$ cat src/rtl/mms_pkg.sv
// Shared types and constants for the max/min stream selector family.
package mms_pkg;

  typedef enum logic [1:0] {
    IDLE = 2'd0,
    ACC  = 2'd1,
    DONE = 2'd2
  } mms_state_t;

  localparam logic MODE_MAX = 1'b1;
  localparam logic MODE_MIN = 1'b0;

endpackage

$ cat src/rtl/mms_cmp.sv
// Strict magnitude compare: a_wins is set only when a beats b outright,
// so callers that feed the newer operand on 'a' keep the earlier one on ties.
module mms_cmp
  import mms_pkg::*;
#(
  parameter int WIDTH  = 8,
  parameter int SIGNED = 0
) (
  input  logic [WIDTH-1:0] a,
  input  logic [WIDTH-1:0] b,
  input  logic             mode,
  output logic             a_wins
);

  logic signed [WIDTH-1:0] a_s;
  logic signed [WIDTH-1:0] b_s;
  logic                    gt;
  logic                    lt;

  assign a_s = a;
  assign b_s = b;
  assign gt  = (SIGNED != 0) ? (a_s > b_s) : (a > b);
  assign lt  = (SIGNED != 0) ? (a_s < b_s) : (a < b);

  assign a_wins = (mode == MODE_MAX) ? gt : lt;

endmodule

$ cat src/rtl/mms_stream.sv
// Serial max/min reduction over groups of COUNT operands with valid/ready
// on both sides. The result register is held until delivered, and a new
// group may start in the very cycle the previous result is taken.
module mms_stream
  import mms_pkg::*;
#(
  parameter  int WIDTH  = 8,
  parameter  int COUNT  = 4,
  parameter  int SIGNED = 0,
  localparam int IW     = $clog2(COUNT)
) (
  input  logic             clk,
  input  logic             rst_n,
  input  logic             in_valid,
  output logic             in_ready,
  input  logic [WIDTH-1:0] in_data,
  input  logic             select,
  output logic             out_valid,
  input  logic             out_ready,
  output logic [WIDTH-1:0] out_result,
  output logic [IW-1:0]    out_index,
  output logic             busy
);

  // One extra count bit so a power-of-two COUNT never wraps mid-group.
  localparam logic [IW:0] CNT_ONE  = (IW+1)'(1);
  localparam logic [IW:0] CNT_LAST = (IW+1)'(COUNT - 1);

  mms_state_t       state;
  logic [IW:0]      cnt;
  logic [WIDTH-1:0] best;
  logic [IW-1:0]    best_idx;
  logic             mode;
  logic             accept;
  logic             load;
  logic             new_wins;

  // Ready depends only on state and downstream ready, never on in_valid.
  assign in_ready = rst_n && ((state != DONE) || out_ready);
  assign accept   = in_valid && in_ready;
  // In DONE an accept implies out_ready, so the pending result leaves
  // in the same cycle the first operand of the next group arrives.
  assign load     = accept && ((state == IDLE) || (state == DONE));
  assign busy     = (state == ACC);

  mms_cmp #(
    .WIDTH  (WIDTH),
    .SIGNED (SIGNED)
  ) u_cmp (
    .a      (in_data),
    .b      (best),
    .mode   (mode),
    .a_wins (new_wins)
  );

  // Running winner and the mode latched from the group's first operand.
  always_ff @(posedge clk) begin
    if (load) begin
      best     <= in_data;
      best_idx <= '0;
      mode     <= select;
    end else if (accept && (state == ACC) && new_wins) begin
      best     <= in_data;
      best_idx <= cnt[IW-1:0];
    end
  end

  // Group sequencing, operand count and the registered result.
  always_ff @(posedge clk) begin
    if (!rst_n) begin
      state      <= IDLE;
      cnt        <= '0;
      out_valid  <= 1'b0;
      out_result <= '0;
      out_index  <= '0;
    end else begin
      case (state)
        IDLE: begin
          if (accept) begin
            state <= ACC;
            cnt   <= CNT_ONE;
          end
        end
        ACC: begin
          if (accept) begin
            if (cnt == CNT_LAST) begin
              state      <= DONE;
              cnt        <= '0;
              out_valid  <= 1'b1;
              out_result <= new_wins ? in_data : best;
              out_index  <= new_wins ? cnt[IW-1:0] : best_idx;
            end else begin
              cnt <= cnt + CNT_ONE;
            end
          end
        end
        DONE: begin
          if (out_ready) begin
            out_valid <= 1'b0;
            if (accept) begin
              state <= ACC;
              cnt   <= CNT_ONE;
            end else begin
              state <= IDLE;
            end
          end
        end
        default: begin
          state     <= IDLE;
          cnt       <= '0;
          out_valid <= 1'b0;
        end
      endcase
    end
  end

endmodule

$ cat config.mk
export PLATFORM = sky130hd
export DESIGN_NAME = mms_stream
export DESIGN_NICKNAME = d
export VERILOG_FILES = /design/src/rtl/mms_pkg.sv /design/src/rtl/mms_cmp.sv /design/src/rtl/mms_stream.sv
export SDC_FILE = /design/constraint.sdc
export NUM_CORES = 1
export LEC_CHECK = 0
export CELL_PAD_IN_SITES_DETAIL_PLACEMENT = 0
export CELL_PAD_IN_SITES_GLOBAL_PLACEMENT = 2
export CORE_MARGIN = 2
export CORE_UTILIZATION = 30
export CTS_BUF_LIST = sky130_fd_sc_hd__clkbuf_8
export CTS_CLUSTER_SIZE = 40
export DETAILED_ROUTE_END_ITERATION = 8
export PLACE_DENSITY_LB_ADDON = 0.2
export SYNTH_ARGS = -nofsm -noshare
export SYNTH_HDL_FRONTEND = slang
export SYNTH_SLANG_ARGS = --single-unit
$ cat constraint.sdc
create_clock -name clk -period 5.5 [get_ports clk]
set_clock_uncertainty 0.15 [all_clocks]
set_input_delay 0.55 -clock clk [delete_from_list [all_inputs] [get_ports clk]]
set_output_delay 0.55 -clock clk [all_outputs]
set_load 0.01 [all_outputs]
==> results of run 1 <==
per-layer routing:
layer	part of all wire (%)	wire length, µm
met1	53	1750
met2	42	1370
met3	4.0	133
met4	1.3	44
met5	0	0
synthesized netlist by cell type (2+ instances only):
cell	n
sky130_fd_sc_hd__a211oi_1	3
sky130_fd_sc_hd__a21oi_1	11
sky130_fd_sc_hd__a311oi_1	2
sky130_fd_sc_hd__buf_2	4
sky130_fd_sc_hd__clkbuf_1	3
sky130_fd_sc_hd__dfxtp_1	18
sky130_fd_sc_hd__edfxtp_1	9
sky130_fd_sc_hd__ha_1	9
sky130_fd_sc_hd__inv_1	14
sky130_fd_sc_hd__nand2_1	6
sky130_fd_sc_hd__nand4_1	2
sky130_fd_sc_hd__nor2_1	12
sky130_fd_sc_hd__nor2b_1	2
sky130_fd_sc_hd__nor3b_1	2
sky130_fd_sc_hd__nor4_1	5
sky130_fd_sc_hd__o211ai_1	2
sky130_fd_sc_hd__o21a_1	6
sky130_fd_sc_hd__o21ai_0	20
sky130_fd_sc_hd__o311a_1	5
power breakdown:
part	leakage, nW	switching (mW)	internal, mW	total (mW)
registers	0.229	0.00410	0.211	0.215
clock network	0.0255	0.0712	0.0511	0.122
logic	0.400	0.0272	0.0206	0.0477
critical path, delay by kind of cell:
family	cells	cell delay, ps
AO/OA/AOI/OAI	1	360
buffers and inverters	2	1510
layout make-up:
class | instances | area, µm²
Clock buffer | 3 | 41.3
Clock inverter | 1 | 5.00
Fill cell | 446 | 2680
Inverter | 14 | 52.6
Multi-Input combinational cell | 101 | 666
Sequential cell | 27 | 631
Tap cell | 52 | 65.1
Timing Repair Buffer | 28 | 273
logic make-up after synthesis:
logic type,count (synthesis)
fa+ha+maj,9
compound gates,54
simple gates,38
buf+inv,23
flops,27
flip-flops by register name, indices dropped and copies added, names as in the netlist:
name	count
mode	1
best_idx	2
best	8
out_result	8
cnt	3
state	2
out_valid	1
out_index	2
worst paths after layout:
kind / endpoint / slack (ps) / from
max: in_ready / 2380 / rst_n
min: cnt[2]$_SDFFE_PN0P_ / 330 / cnt[2]$_SDFFE_PN0P_
max reg2reg: best[6]$_DFFE_PP_ / 2920 / best[1]$_DFFE_PP_
min reg2reg: cnt[2]$_SDFFE_PN0P_ / 330 / cnt[2]$_SDFFE_PN0P_
==> report_table.html, run 1 <==
<table>
<tr><th>Metric</th><th>Value</th></tr>
<tr><th colspan="2">Placed design</th></tr>
<tr><td>Pre-CTS setup slack</td><td>2180 ps</td></tr>
<tr><td>RD Place Congestion</td><td>0.777</td></tr>
<tr><td>DP HPWL</td><td>2.21 mm</td></tr>
<tr><td>DP Cell Count</td><td>222</td></tr>
<tr><td>Buffers added on ports</td><td>25</td></tr>
<tr><td>Placed cell areas</td><td>1690 µm²</td></tr>
<tr><th colspan="2">Timing</th></tr>
<tr><td>Final setup TNS</td><td>0 ps</td></tr>
<tr><td>Setup repair after global routing missed its margin</td><td>no</td></tr>
<tr><td>Hold_ws</td><td>332 ps</td></tr>
<tr><td>Worst Setup Slack, final</td><td>2380 ps</td></tr>
<tr><td>Slew @ Worst Pin</td><td>800 ps</td></tr>
<tr><td>Hold Violations, Final</td><td>0</td></tr>
<tr><td>Headroom to the max-slew limit</td><td>46.6%</td></tr>
<tr><td>FMAX</td><td>320 MHz</td></tr>
<tr><td>Crit path time final</td><td>3120 ps</td></tr>
<tr><td>Final count of pins violating max slew</td><td>0</td></tr>
<tr><td>Final worst-path cycle share</td><td>56.8%</td></tr>
<tr><td>Final Setup Violations</td><td>0</td></tr>
<tr><th colspan="2">Clocking</th></tr>
<tr><td>Post-CTS setup repair buffer count</td><td>0</td></tr>
<tr><td>Max clock buf depth</td><td>2</td></tr>
<tr><td>Worst-skew pair later-pin latency</td><td>290 ps</td></tr>
<tr><td>Hold buffer count at cts</td><td>0</td></tr>
<tr><td>Clk slew on worst S/H paths</td><td>110 ps</td></tr>
<tr><td>CTS-repair resized insts</td><td>0</td></tr>
<tr><td>Number of levels in the clock H-tree</td><td>1</td></tr>
<tr><td>CTS tree</td><td>done</td></tr>
<tr><td>Clock buffer count from CTS</td><td>3</td></tr>
<tr><td>Count of clock tree sinks</td><td>27</td></tr>
<tr><td>Clock root buffer</td><td>sky130_fd_sc_hd__clkbuf_8</td></tr>
<tr><th colspan="2">Power</th></tr>
<tr><td>Power per cell area</td><td>222 nW/µm²</td></tr>
<tr><td>Overall power of the completed layout</td><td>0.385 mW</td></tr>
<tr><td>Static leakage</td><td>0.655 nW</td></tr>
<tr><td>Maximum VDD drop</td><td>0.000113 V</td></tr>
<tr><th colspan="2">Status</th></tr>
<tr><td>Result of the run</td><td>complete, no violations</td></tr>
<tr><th colspan="2">Finish</th></tr>
<tr><td>Layout Area Growth over Synthesis</td><td>23.9%</td></tr>
<tr><td>Fraction of layout instances using a drive strength above 1</td><td>5.75%</td></tr>
<tr><td>Post-route cell area</td><td>1730 µm²</td></tr>
<tr><td>Net total in the final layout</td><td>197</td></tr>
<tr><td>Post-route non-filler standard cell count</td><td>226</td></tr>
<tr><td>Most used cells in the layout excluding fill and tap cells</td><td>25 x sky130_fd_sc_hd__clkdlybuf4s50_1, 20 x sky130_fd_sc_hd__o21ai_0, 18 x sky130_fd_sc_hd__dfxtp_1, 14 x sky130_fd_sc_hd__inv_1, 12 x sky130_fd_sc_hd__nor2_1</td></tr>
<tr><td>Post-Route Utilization</td><td>39.3%</td></tr>
<tr><td>Diodes inserted</td><td>0</td></tr>
<tr><td>Most common cell after layout, fill and taps aside</td><td>sky130_fd_sc_hd__clkdlybuf4s50_1</td></tr>
<tr><th colspan="2">Logic synthesis</th></tr>
<tr><td>Post-synthesis compound-gate area fraction</td><td>25.0%</td></tr>
<tr><td>Number of flip-flops and latches in the synthesized netlist</td><td>27</td></tr>
<tr><td>Top cell type by total area after synthesis</td><td>sky130_fd_sc_hd__dfxtp_1</td></tr>
<tr><td>Dominant combinational cell family by area after synthesis</td><td>compound AO/OA/AOI/OAI gates</td></tr>
<tr><td>Share of flip-flops with an asynchronous set or reset</td><td>0%</td></tr>
<tr><td>Area of the mapped netlist</td><td>1400 µm²</td></tr>
<tr><td>Share of the yosys chip area belonging to registers</td><td>45.1%</td></tr>
<tr><td>Xor and xnor area share after synthesis</td><td>0%</td></tr>
<tr><td>Post-synth EDFFs</td><td>9</td></tr>
<tr><td>Adder-cell share of the synthesized area</td><td>8.05%</td></tr>
<tr><td>Nets in the synthesized netlist</td><td>173</td></tr>
<tr><td>Most used DFF post-synth</td><td>sky130_fd_sc_hd__dfxtp_1</td></tr>
<tr><td>Mux share of post-synthesis cell area</td><td>0%</td></tr>
<tr><td>Simple-gate share of the synthesized area</td><td>14.6%</td></tr>
<tr><td>Number of warning messages in the yosys log</td><td>0</td></tr>
<tr><td>Number of distinct library cells after synthesis</td><td>35</td></tr>
<tr><td>Per-instance average area after synthesis</td><td>9.26 µm²</td></tr>
<tr><td>Area share of the largest cell type after synthesis</td><td>25.8%</td></tr>
<tr><td>Number of instances in the synthesized netlist</td><td>151</td></tr>
<tr><td>Top post-synthesis cells by area</td><td>sky130_fd_sc_hd__dfxtp_1 26%, sky130_fd_sc_hd__edfxtp_1 19%, sky130_fd_sc_hd__ha_1 8.1%, sky130_fd_sc_hd__o21ai_0 7.2%, sky130_fd_sc_hd__a21oi_1 3.9%</td></tr>
<tr><th colspan="2">Global route</th></tr>
<tr><td>Global-route wire length before repair</td><td>5.42 mm</td></tr>
<tr><td>Overall global routing resource usage</td><td>13.3%</td></tr>
<tr><td>Largest net degree at the start of global routing</td><td>19</td></tr>
<tr><td>Number of antenna violations at the first check in global routing</td><td>0</td></tr>
<tr><td>Most crowded layer after global routing</td><td>met1</td></tr>
<tr><td>Global Route met3 Usage</td><td>2.22%</td></tr>
<tr><td>Global routing met2 resource utilization</td><td>18.9%</td></tr>
<tr><td>GR Overflow Total</td><td>0</td></tr>
<tr><td>Global routing usage on met1</td><td>20.3%</td></tr>
<tr><td>Via count of the first global-routing pass</td><td>1,079</td></tr>
<tr><th colspan="2">Worst hold path</th></tr>
<tr><td>Number of cells on the worst hold path</td><td>1</td></tr>
<tr><td>Path category of the worst min-delay check</td><td>flop to flop</td></tr>
<tr><th colspan="2">Setup path</th></tr>
<tr><td>Highest-delay cell along the critical path</td><td>sky130_fd_sc_hd__clkdlybuf4s50_1</td></tr>
<tr><td>Endpoint type of the worst setup path</td><td>output pin</td></tr>
<tr><td>Number of cell instances on the worst register-to-register path</td><td>8</td></tr>
<tr><td>Ordered cell list for the critical path</td><td>clkdlybuf4s50_1 -&gt; a21boi_0 -&gt; clkdlybuf4s50_1</td></tr>
<tr><td>Class of the most critical setup path</td><td>input pin to output pin</td></tr>
<tr><td>CP Data Required Time</td><td>4800 ps</td></tr>
<tr><td>Worst-path fanout max</td><td>18</td></tr>
<tr><td>Arrival time reported for the critical path endpoint</td><td>2420 ps</td></tr>
<tr><td>Startpoint types</td><td>input pin</td></tr>
<tr><td>Most common cell type on the critical path</td><td>sky130_fd_sc_hd__clkdlybuf4s50_1</td></tr>
<tr><td>Maximum cell stage delay along the critical path</td><td>900 ps</td></tr>
<tr><th colspan="2">Routing</th></tr>
<tr><td>Final Routed Wirelength</td><td>3.30 mm</td></tr>
<tr><td>Post-route antenna net violation count</td><td>0</td></tr>
<tr><td>Total number of vias</td><td>1,168</td></tr>
<tr><td>Mean number of vias per cell</td><td>5.17</td></tr>
<tr><td>Starting DRC count in detailed routing</td><td>86</td></tr>
<tr><td>Count of unresolved DRC violations after routing</td><td>0</td></tr>
<tr><td>Average detailed-routed wire length per instance</td><td>14.6 µm</td></tr>
<tr><td>Drt first pass iters</td><td>4</td></tr>
<tr><th colspan="2">Floorplan</th></tr>
<tr><td>Number of placement rows</td><td>24</td></tr>
<tr><td>Die Ht</td><td>72.3 µm</td></tr>
<tr><td>Boundary pin count</td><td>26</td></tr>
<tr><td>Floorplan Core Area</td><td>4410 µm²</td></tr>
<tr><td>Initial core utilization</td><td>31.7%</td></tr>
<tr><td>Area enclosed by the die boundary</td><td>5230 µm²</td></tr>
<tr><td>Die outline width</td><td>72.3 µm</td></tr>
<tr><th colspan="2">Flow run</th></tr>
<tr><td>Max-capacitance violation count</td><td>0</td></tr>
</table>
(Power assumes the default switching activity.)
==> run 2: changes to the inputs <==
CORE_UTILIZATION = 29   (was 30)
clock period = 2.7 ns   (was 5.5 ns; I/O delays follow)
==> report_table.html, run 2 (same netlist as run 1, synthesis figures left out) <==
<table>
<tr><th>Metric</th><th>Value</th></tr>
<tr><th colspan="2">Timing</th></tr>
<tr><td>Worst Setup Slack, final</td><td>340 ps (-2040 ps)</td></tr>
<tr><td>Hold Violations, Final</td><td>0 (unchanged)</td></tr>
<tr><td>Headroom to the max-slew limit</td><td>69.0% (+22 points)</td></tr>
<tr><td>Setup repair after global routing missed its margin</td><td>no</td></tr>
<tr><td>Slew @ Worst Pin</td><td>465 ps (-335 ps)</td></tr>
<tr><td>Crit path time final</td><td>2360 ps</td></tr>
<tr><td>Hold_ws</td><td>330 ps (-2.11 ps)</td></tr>
<tr><td>Final worst-path cycle share</td><td>87.4%</td></tr>
<tr><td>Final count of pins violating max slew</td><td>0 (unchanged)</td></tr>
<tr><td>Final Setup Violations</td><td>0 (unchanged)</td></tr>
<tr><td>Final setup TNS</td><td>0 ps (unchanged)</td></tr>
<tr><td>FMAX</td><td>424 MHz</td></tr>
<tr><th colspan="2">Finish</th></tr>
<tr><td>Fraction of layout instances using a drive strength above 1</td><td>9.84% (+4.1 points)</td></tr>
<tr><td>Diodes inserted</td><td>0 (unchanged)</td></tr>
<tr><td>Post-Route Utilization</td><td>38.4% (-0.86 points)</td></tr>
<tr><td>Most common cell after layout, fill and taps aside</td><td>sky130_fd_sc_hd__clkdlybuf4s50_1</td></tr>
<tr><td>Post-route non-filler standard cell count</td><td>237 (+4.9%)</td></tr>
<tr><td>Sequential cell area</td><td>631 µm² (unchanged)</td></tr>
<tr><td>Footprint of the multi-input gates</td><td>666 µm² (unchanged)</td></tr>
<tr><td>Layout Area Growth over Synthesis</td><td>28.8%</td></tr>
<tr><td>Most used cells in the layout excluding fill and tap cells</td><td>25 x sky130_fd_sc_hd__clkdlybuf4s50_1, 20 x sky130_fd_sc_hd__o21ai_0, 18 x sky130_fd_sc_hd__dfxtp_1, 15 x sky130_fd_sc_hd__inv_1</td></tr>
<tr><td>Top flop regs</td><td>best (8), out_result (8), cnt (3)</td></tr>
<tr><td>Filler Cell Count</td><td>472 (+5.8%)</td></tr>
<tr><td>Net total in the final layout</td><td>206 (+4.6%)</td></tr>
<tr><td>Post-route cell area</td><td>1800 µm² (+4.0%)</td></tr>
<tr><th colspan="2">Routing</th></tr>
<tr><td>Final Routed Wirelength</td><td>3.48 mm (+5.6%)</td></tr>
<tr><td>Total number of vias</td><td>1,208 (+3.4%)</td></tr>
<tr><td>Average detailed-routed wire length per instance</td><td>14.7 µm (+0.71%)</td></tr>
<tr><td>Count of unresolved DRC violations after routing</td><td>0 (unchanged)</td></tr>
<tr><td>Mean number of vias per cell</td><td>5.10 (-1.4%)</td></tr>
<tr><td>Post-route antenna net violation count</td><td>0 (unchanged)</td></tr>
<tr><td>Starting DRC count in detailed routing</td><td>51 (-41%)</td></tr>
<tr><td>Drt first pass iters</td><td>4 (unchanged)</td></tr>
<tr><th colspan="2">Clocking</th></tr>
<tr><td>Hold buffer count at cts</td><td>0 (unchanged)</td></tr>
<tr><td>Max clock buf depth</td><td>2 (unchanged)</td></tr>
<tr><td>Clock buffer count from CTS</td><td>3 (unchanged)</td></tr>
<tr><td>CTS-repair resized insts</td><td>0 (unchanged)</td></tr>
<tr><td>Number of levels in the clock H-tree</td><td>1 (unchanged)</td></tr>
<tr><td>Worst-skew pair later-pin latency</td><td>270 ps (-20 ps)</td></tr>
<tr><td>Clock root buffer</td><td>sky130_fd_sc_hd__clkbuf_8</td></tr>
<tr><td>Clk slew on worst S/H paths</td><td>90 ps (-20 ps)</td></tr>
<tr><td>Post-CTS setup repair buffer count</td><td>0 (unchanged)</td></tr>
<tr><td>Count of clock tree sinks</td><td>27 (unchanged)</td></tr>
<tr><td>CTS tree</td><td>done</td></tr>
<tr><th colspan="2">Placed design</th></tr>
<tr><td>Placed cell areas</td><td>1760 µm² (+4.2%)</td></tr>
<tr><td>RD Place Congestion</td><td>0.849 (+9.3%)</td></tr>
<tr><td>Pre-CTS setup slack</td><td>67.9 ps (-2110 ps)</td></tr>
<tr><td>Buffers added on ports</td><td>25 (unchanged)</td></tr>
<tr><td>DP Cell Count</td><td>233 (+5.0%)</td></tr>
<tr><td>DP HPWL</td><td>2.44 mm (+10%)</td></tr>
<tr><th colspan="2">Power</th></tr>
<tr><td>Part of the total power dissipated in sequential elements</td><td>56.1% (+0.3 points)</td></tr>
<tr><td>Cell Int Power</td><td>0.582 mW (+110%)</td></tr>
<tr><td>Psw</td><td>0.193 mW (+88%)</td></tr>
<tr><td>Overall power of the completed layout</td><td>0.775 mW (+100%)</td></tr>
<tr><td>Static leakage</td><td>0.700 nW (+6.9%)</td></tr>
<tr><td>Fraction of power consumed by combinational cells</td><td>14.4% (+2.0 points)</td></tr>
<tr><td>Maximum VDD drop</td><td>0.000203 V (+79%)</td></tr>
<tr><td>Clock network fraction of total power</td><td>29.6% (-2.2 points)</td></tr>
<tr><td>Power per cell area</td><td>430 nW/µm² (+94%)</td></tr>
<tr><td>Proportion of total power due to net switching</td><td>24.9% (-1.8 points)</td></tr>
<tr><th colspan="2">Floorplan</th></tr>
<tr><td>Number of placement rows</td><td>25 (+4.2%)</td></tr>
<tr><td>Boundary pin count</td><td>26 (unchanged)</td></tr>
<tr><td>Die outline width</td><td>73.5 µm (+1.6%)</td></tr>
<tr><td>Die Ht</td><td>73.5 µm (+1.6%)</td></tr>
<tr><td>Floorplan Core Area</td><td>4690 µm² (+6.3%)</td></tr>
<tr><td>Initial core utilization</td><td>29.8% (-1.9 points)</td></tr>
<tr><td>Area enclosed by the die boundary</td><td>5390 µm² (+3.2%)</td></tr>
<tr><th colspan="2">Setup path</th></tr>
<tr><td>Minimum setup slack among reg-to-reg paths</td><td>390 ps (-2530 ps)</td></tr>
<tr><td>Number of cell instances on the worst register-to-register path</td><td>8 (unchanged)</td></tr>
<tr><td>Class of the most critical setup path</td><td>input pin to flop</td></tr>
<tr><td>Startpoint types</td><td>input pin</td></tr>
<tr><td>Endpoint type of the worst setup path</td><td>flop</td></tr>
<tr><td>R2r endpoint</td><td>out_result[7]$_SDFFE_PN0P_</td></tr>
<tr><td>CP Data Required Time</td><td>2710 ps (-2090 ps)</td></tr>
<tr><td>Worst-path fanout max</td><td>10 (-8)</td></tr>
<tr><td>Capturing element of the worst setup path</td><td>out_result[7]$_SDFFE_PN0P_</td></tr>
<tr><td>Worst reg2reg path startpoint</td><td>best[1]$_DFFE_PP_</td></tr>
<tr><td>Worst setup path start</td><td>in_data[1]</td></tr>
<tr><td>Arrival time reported for the critical path endpoint</td><td>2370 ps (-50 ps)</td></tr>
<tr><th colspan="2">Global route</th></tr>
<tr><td>Global-route wire length before repair</td><td>5.90 mm (+8.9%)</td></tr>
<tr><td>GR Overflow Total</td><td>0 (unchanged)</td></tr>
<tr><td>Number of antenna violations at the first check in global routing</td><td>0 (unchanged)</td></tr>
<tr><td>Largest net degree at the start of global routing</td><td>19 (unchanged)</td></tr>
<tr><td>Overall global routing resource usage</td><td>14.1% (+0.85 points)</td></tr>
<tr><td>Via count of the first global-routing pass</td><td>1,206 (+12%)</td></tr>
<tr><th colspan="2">Worst hold path</th></tr>
<tr><td>Path category of the worst min-delay check</td><td>flop to flop</td></tr>
<tr><th colspan="2">Flow run</th></tr>
<tr><td>Max-capacitance violation count</td><td>0 (unchanged)</td></tr>
<tr><th colspan="2">Status</th></tr>
<tr><td>Result of the run</td><td>complete, no violations</td></tr>
</table>
==> run 2: changes by cell type in the layout (fill, tap and decap cells not counted) <==
cell                       change
sky130_fd_sc_hd__inv_1         +1
sky130_fd_sc_hd__buf_4         +9
sky130_fd_sc_hd__clkinv_2      -1
==> run 2: layout make-up <==
type / count / share of cell area, %
multi-input combinational: 101 / 36.9
sequential: 27 / 35.0
inverter: 14 / 2.92
tap: 54 / 3.75
timing repair buffer: 37 / 18.9
clock buffer: 3 / 2.29
clock inverter: 1 / 0.208
==> run 2: power by group through the flow <==
stage          registers (mW)  clock network (mW)  logic, mW
2_1_floorplan           0.443                   0     0.0596
3_3_place_gp            0.444                   0      0.111
3_5_place_dp            0.444                   0      0.111
4_1_cts                 0.435               0.238      0.112
5_1_grt                 0.436               0.257      0.125
6_report                0.435               0.229      0.111
==> run 2: worst min path at each step <==
stage	from	end	slack (ps)	depth (start not counted)
global placement	cnt[2]$_SDFFE_PN0P_	cnt[2]$_SDFFE_PN0P_	310	1
finish	cnt[2]$_SDFFE_PN0P_	cnt[2]$_SDFFE_PN0P_	330	1
floorplan	in_data[0]	best[0]$_DFFE_PP_	220	0
global route	cnt[2]$_SDFFE_PN0P_	cnt[2]$_SDFFE_PN0P_	350	1
detailed placement	cnt[2]$_SDFFE_PN0P_	cnt[2]$_SDFFE_PN0P_	320	1
CTS	cnt[2]$_SDFFE_PN0P_	cnt[2]$_SDFFE_PN0P_	340	1
==> run 2: worst max-delay path, cell delays in order <==
cell	delay, ps
sky130_fd_sc_hd__clkdlybuf4s50_1	430
sky130_fd_sc_hd__ha_1	310
sky130_fd_sc_hd__nor2b_2	150
sky130_fd_sc_hd__o211ai_2	80
sky130_fd_sc_hd__a21o_1	170
sky130_fd_sc_hd__nor3b_2	180
sky130_fd_sc_hd__or2_1	400
sky130_fd_sc_hd__o311a_1	400
==> run 2: layer usage <==
metal	global-route usage (%)	share of wire, %	up-vias
met4	4.24	0.66	0
met5	0	0	-
met2	23.5	46	18
met3	2.19	3.1	2
li1	-	-	616
met1	18.9	50	572
==> run 3: changes to the inputs <==
CORE_ASPECT_RATIO = 0.8   (was default)
==> report_table.html, run 3 (same netlist as run 1, synthesis figures left out) <==
<table>
<tr><th>Metric</th><th>Value</th></tr>
<tr><th colspan="2">Global route</th></tr>
<tr><td>Largest net degree at the start of global routing</td><td>19 (unchanged)</td></tr>
<tr><td>Overall global routing resource usage</td><td>14.6% (+0.45 points)</td></tr>
<tr><td>GR Overflow Total</td><td>0 (unchanged)</td></tr>
<tr><td>Via count of the first global-routing pass</td><td>1,220 (+1.2%)</td></tr>
<tr><td>Global-route wire length before repair</td><td>5.96 mm (+1.1%)</td></tr>
<tr><td>Number of antenna violations at the first check in global routing</td><td>0 (unchanged)</td></tr>
<tr><th colspan="2">Power</th></tr>
<tr><td>Static leakage</td><td>0.693 nW (-0.93%)</td></tr>
<tr><td>Power per cell area</td><td>432 nW/µm² (+0.53%)</td></tr>
<tr><td>Overall power of the completed layout</td><td>0.780 mW (+0.60%)</td></tr>
<tr><td>Maximum VDD drop</td><td>0.000172 V (-15%)</td></tr>
<tr><th colspan="2">Setup path</th></tr>
<tr><td>Arrival time reported for the critical path endpoint</td><td>2470 ps (+100 ps)</td></tr>
<tr><td>R2r endpoint</td><td>out_result[6]$_SDFFE_PN0P_</td></tr>
<tr><td>Class of the most critical setup path</td><td>input pin to flop</td></tr>
<tr><td>Worst-path fanout max</td><td>10 (unchanged)</td></tr>
<tr><td>Worst reg2reg path startpoint</td><td>best[1]$_DFFE_PP_</td></tr>
<tr><td>Worst setup path start</td><td>in_data[1]</td></tr>
<tr><td>Number of cell instances on the worst register-to-register path</td><td>9 (+1)</td></tr>
<tr><td>Minimum setup slack among reg-to-reg paths</td><td>290 ps (-100 ps)</td></tr>
<tr><td>Startpoint types</td><td>input pin</td></tr>
<tr><td>Endpoint type of the worst setup path</td><td>flop</td></tr>
<tr><td>CP Data Required Time</td><td>2720 ps (about the same)</td></tr>
<tr><td>Capturing element of the worst setup path</td><td>out_result[6]$_SDFFE_PN0P_</td></tr>
<tr><td>Highest-delay cell along the critical path</td><td>sky130_fd_sc_hd__clkdlybuf4s50_1</td></tr>
<tr><td>Maximum cell stage delay along the critical path</td><td>440 ps (about the same)</td></tr>
<tr><td>Ordered cell list for the critical path</td><td>clkdlybuf4s50_1 -&gt; ha_1 -&gt; nor2b_2 -&gt; o211ai_2 -&gt; a21o_1 -&gt; nor3b_2 -&gt; buf_4 -&gt; or2_1 -&gt; o311a_1</td></tr>
<tr><th colspan="2">Clocking</th></tr>
<tr><td>Post-CTS setup repair buffer count</td><td>0 (unchanged)</td></tr>
<tr><td>Clock root buffer</td><td>sky130_fd_sc_hd__clkbuf_8</td></tr>
<tr><td>Count of clock tree sinks</td><td>27 (unchanged)</td></tr>
<tr><td>Hold buffer count at cts</td><td>0 (unchanged)</td></tr>
<tr><td>Clock buffer count from CTS</td><td>3 (unchanged)</td></tr>
<tr><td>CTS-repair resized insts</td><td>0 (unchanged)</td></tr>
<tr><td>Clk slew on worst S/H paths</td><td>100 ps (about the same)</td></tr>
<tr><td>CTS tree</td><td>done</td></tr>
<tr><td>Max clock buf depth</td><td>2 (unchanged)</td></tr>
<tr><td>Worst-skew pair later-pin latency</td><td>270 ps (about the same)</td></tr>
<tr><td>Number of levels in the clock H-tree</td><td>1 (unchanged)</td></tr>
<tr><th colspan="2">Routing</th></tr>
<tr><td>Count of unresolved DRC violations after routing</td><td>0 (unchanged)</td></tr>
<tr><td>Drt first pass iters</td><td>4 (unchanged)</td></tr>
<tr><td>Post-route antenna net violation count</td><td>0 (unchanged)</td></tr>
<tr><td>Final Routed Wirelength</td><td>3.48 mm (-0.11%)</td></tr>
<tr><td>Total number of vias</td><td>1,183 (-2.1%)</td></tr>
<tr><td>Mean number of vias per cell</td><td>4.89 (-4.1%)</td></tr>
<tr><td>Average detailed-routed wire length per instance</td><td>14.4 µm (-2.2%)</td></tr>
<tr><td>Starting DRC count in detailed routing</td><td>45 (-12%)</td></tr>
<tr><th colspan="2">Floorplan</th></tr>
<tr><td>Number of placement rows</td><td>22 (-12%)</td></tr>
<tr><td>Area enclosed by the die boundary</td><td>5400 µm² (about the same)</td></tr>
<tr><td>Die Ht</td><td>66.1 µm (-10%)</td></tr>
<tr><td>Initial core utilization</td><td>30.2% (+0.44 points)</td></tr>
<tr><td>Die outline width</td><td>81.7 µm (+11%)</td></tr>
<tr><td>Floorplan Core Area</td><td>4620 µm² (-1.4%)</td></tr>
<tr><td>Boundary pin count</td><td>26 (unchanged)</td></tr>
<tr><th colspan="2">Worst hold path</th></tr>
<tr><td>Path category of the worst min-delay check</td><td>flop to flop</td></tr>
<tr><th colspan="2">Finish</th></tr>
<tr><td>Diodes inserted</td><td>0 (unchanged)</td></tr>
<tr><td>Post-Route Utilization</td><td>39.0% (+0.59 points)</td></tr>
<tr><td>Layout Area Growth over Synthesis</td><td>28.9% (about the same)</td></tr>
<tr><td>Top flop regs</td><td>best (8), out_result (8), cnt (3)</td></tr>
<tr><td>Most common cell after layout, fill and taps aside</td><td>sky130_fd_sc_hd__clkdlybuf4s50_1</td></tr>
<tr><td>Post-route cell area</td><td>1800 µm² (about the same)</td></tr>
<tr><td>Most used cells in the layout excluding fill and tap cells</td><td>25 x sky130_fd_sc_hd__clkdlybuf4s50_1, 20 x sky130_fd_sc_hd__o21ai_0, 18 x sky130_fd_sc_hd__dfxtp_1, 14 x sky130_fd_sc_hd__inv_1, 12 x sky130_fd_sc_hd__nor2_1</td></tr>
<tr><td>Fraction of layout instances using a drive strength above 1</td><td>9.89% (+0.054 points)</td></tr>
<tr><td>Post-route non-filler standard cell count</td><td>242 (+2.1%)</td></tr>
<tr><td>Net total in the final layout</td><td>205 (-0.49%)</td></tr>
<tr><th colspan="2">Placed design</th></tr>
<tr><td>RD Place Congestion</td><td>0.704 (-17%)</td></tr>
<tr><td>Buffers added on ports</td><td>25 (unchanged)</td></tr>
<tr><td>DP Cell Count</td><td>238 (+2.1%)</td></tr>
<tr><td>Placed cell areas</td><td>1760 µm² (unchanged)</td></tr>
<tr><td>Pre-CTS setup slack</td><td>-54.6 ps (-122 ps)</td></tr>
<tr><td>DP HPWL</td><td>2.56 mm (+4.7%)</td></tr>
<tr><th colspan="2">Timing</th></tr>
<tr><td>Headroom to the max-slew limit</td><td>75.7% (+6.7 points)</td></tr>
<tr><td>Slew @ Worst Pin</td><td>365 ps (-101 ps)</td></tr>
<tr><td>Final setup TNS</td><td>0 ps (unchanged)</td></tr>
<tr><td>Setup repair after global routing missed its margin</td><td>no</td></tr>
<tr><td>Hold_ws</td><td>331 ps (+1.30 ps)</td></tr>
<tr><td>Worst Setup Slack, final</td><td>254 ps (-86.2 ps)</td></tr>
<tr><td>Crit path time final</td><td>2450 ps (+86.2 ps)</td></tr>
<tr><td>Final Setup Violations</td><td>0 (unchanged)</td></tr>
<tr><td>FMAX</td><td>409 MHz (-3.5%)</td></tr>
<tr><td>Final count of pins violating max slew</td><td>0 (unchanged)</td></tr>
<tr><td>Final worst-path cycle share</td><td>90.6% (+3.2 points)</td></tr>
<tr><td>Hold Violations, Final</td><td>0 (unchanged)</td></tr>
<tr><th colspan="2">Flow run</th></tr>
<tr><td>Max-capacitance violation count</td><td>0 (unchanged)</td></tr>
<tr><th colspan="2">Status</th></tr>
<tr><td>Result of the run</td><td>complete, no violations</td></tr>
</table>
-- run 3: worst min path at each step --
stage / startpoint / end / cells after the start
after floorplan: in_data[0] / best[0]$_DFFE_PP_ / 0
after global placement: cnt[2]$_SDFFE_PN0P_ / cnt[2]$_SDFFE_PN0P_ / 1
after detailed placement: cnt[2]$_SDFFE_PN0P_ / cnt[2]$_SDFFE_PN0P_ / 1
after CTS: cnt[2]$_SDFFE_PN0P_ / cnt[2]$_SDFFE_PN0P_ / 1
after global routing: cnt[2]$_SDFFE_PN0P_ / cnt[2]$_SDFFE_PN0P_ / 1
final: cnt[2]$_SDFFE_PN0P_ / cnt[2]$_SDFFE_PN0P_ / 1
-- run 3: final cells by class --
| class | count | area [µm²] |
|---|---|---|
| clock inverter | 1 | 5.00 |
| timing repair buffer | 36 | 333 |
| tap | 60 | 75.1 |
| multi-input combinational | 101 | 666 |
| inverter | 14 | 52.6 |
| sequential | 27 | 631 |
| clock buffer | 3 | 41.3 |
| fill | 484 | 2820 |
-- run 3: per-layer routing --
| layer | wire length (µm) | track usage (%) | vias to the layer above |
|---|---|---|---|
| met5 | 0 | 0 | - |
| met4 | 14 | 3.75 | 0 |
| met3 | 151 | 2.87 | 2 |
| met2 | 1490 | 23.1 | 19 |
| met1 | 1820 | 20.4 | 553 |
| li1 | - | - | 609 |
-- run 3: critical path: cells and delay by family --
| kind | cells | cell delay [ps] |
|---|---|---|
| adders and majority gates | 1 | 310 |
| and+or+nand+nor | 3 | 670 |
| AOI/OAI and AO/OA | 3 | 630 |
| buffers and inverters | 2 | 600 |
-- run 3: report_power, final --
| group | leakage (nW) | switching [mW] | internal, mW | total, mW |
|---|---|---|---|---|
| sequential | 0.229 | 0.00590 | 0.430 | 0.435 |
| combinational | 0.439 | 0.0588 | 0.0498 | 0.109 |
| clock | 0.0255 | 0.132 | 0.103 | 0.236 |
| total | 0.693 | 0.197 | 0.583 | 0.780 |
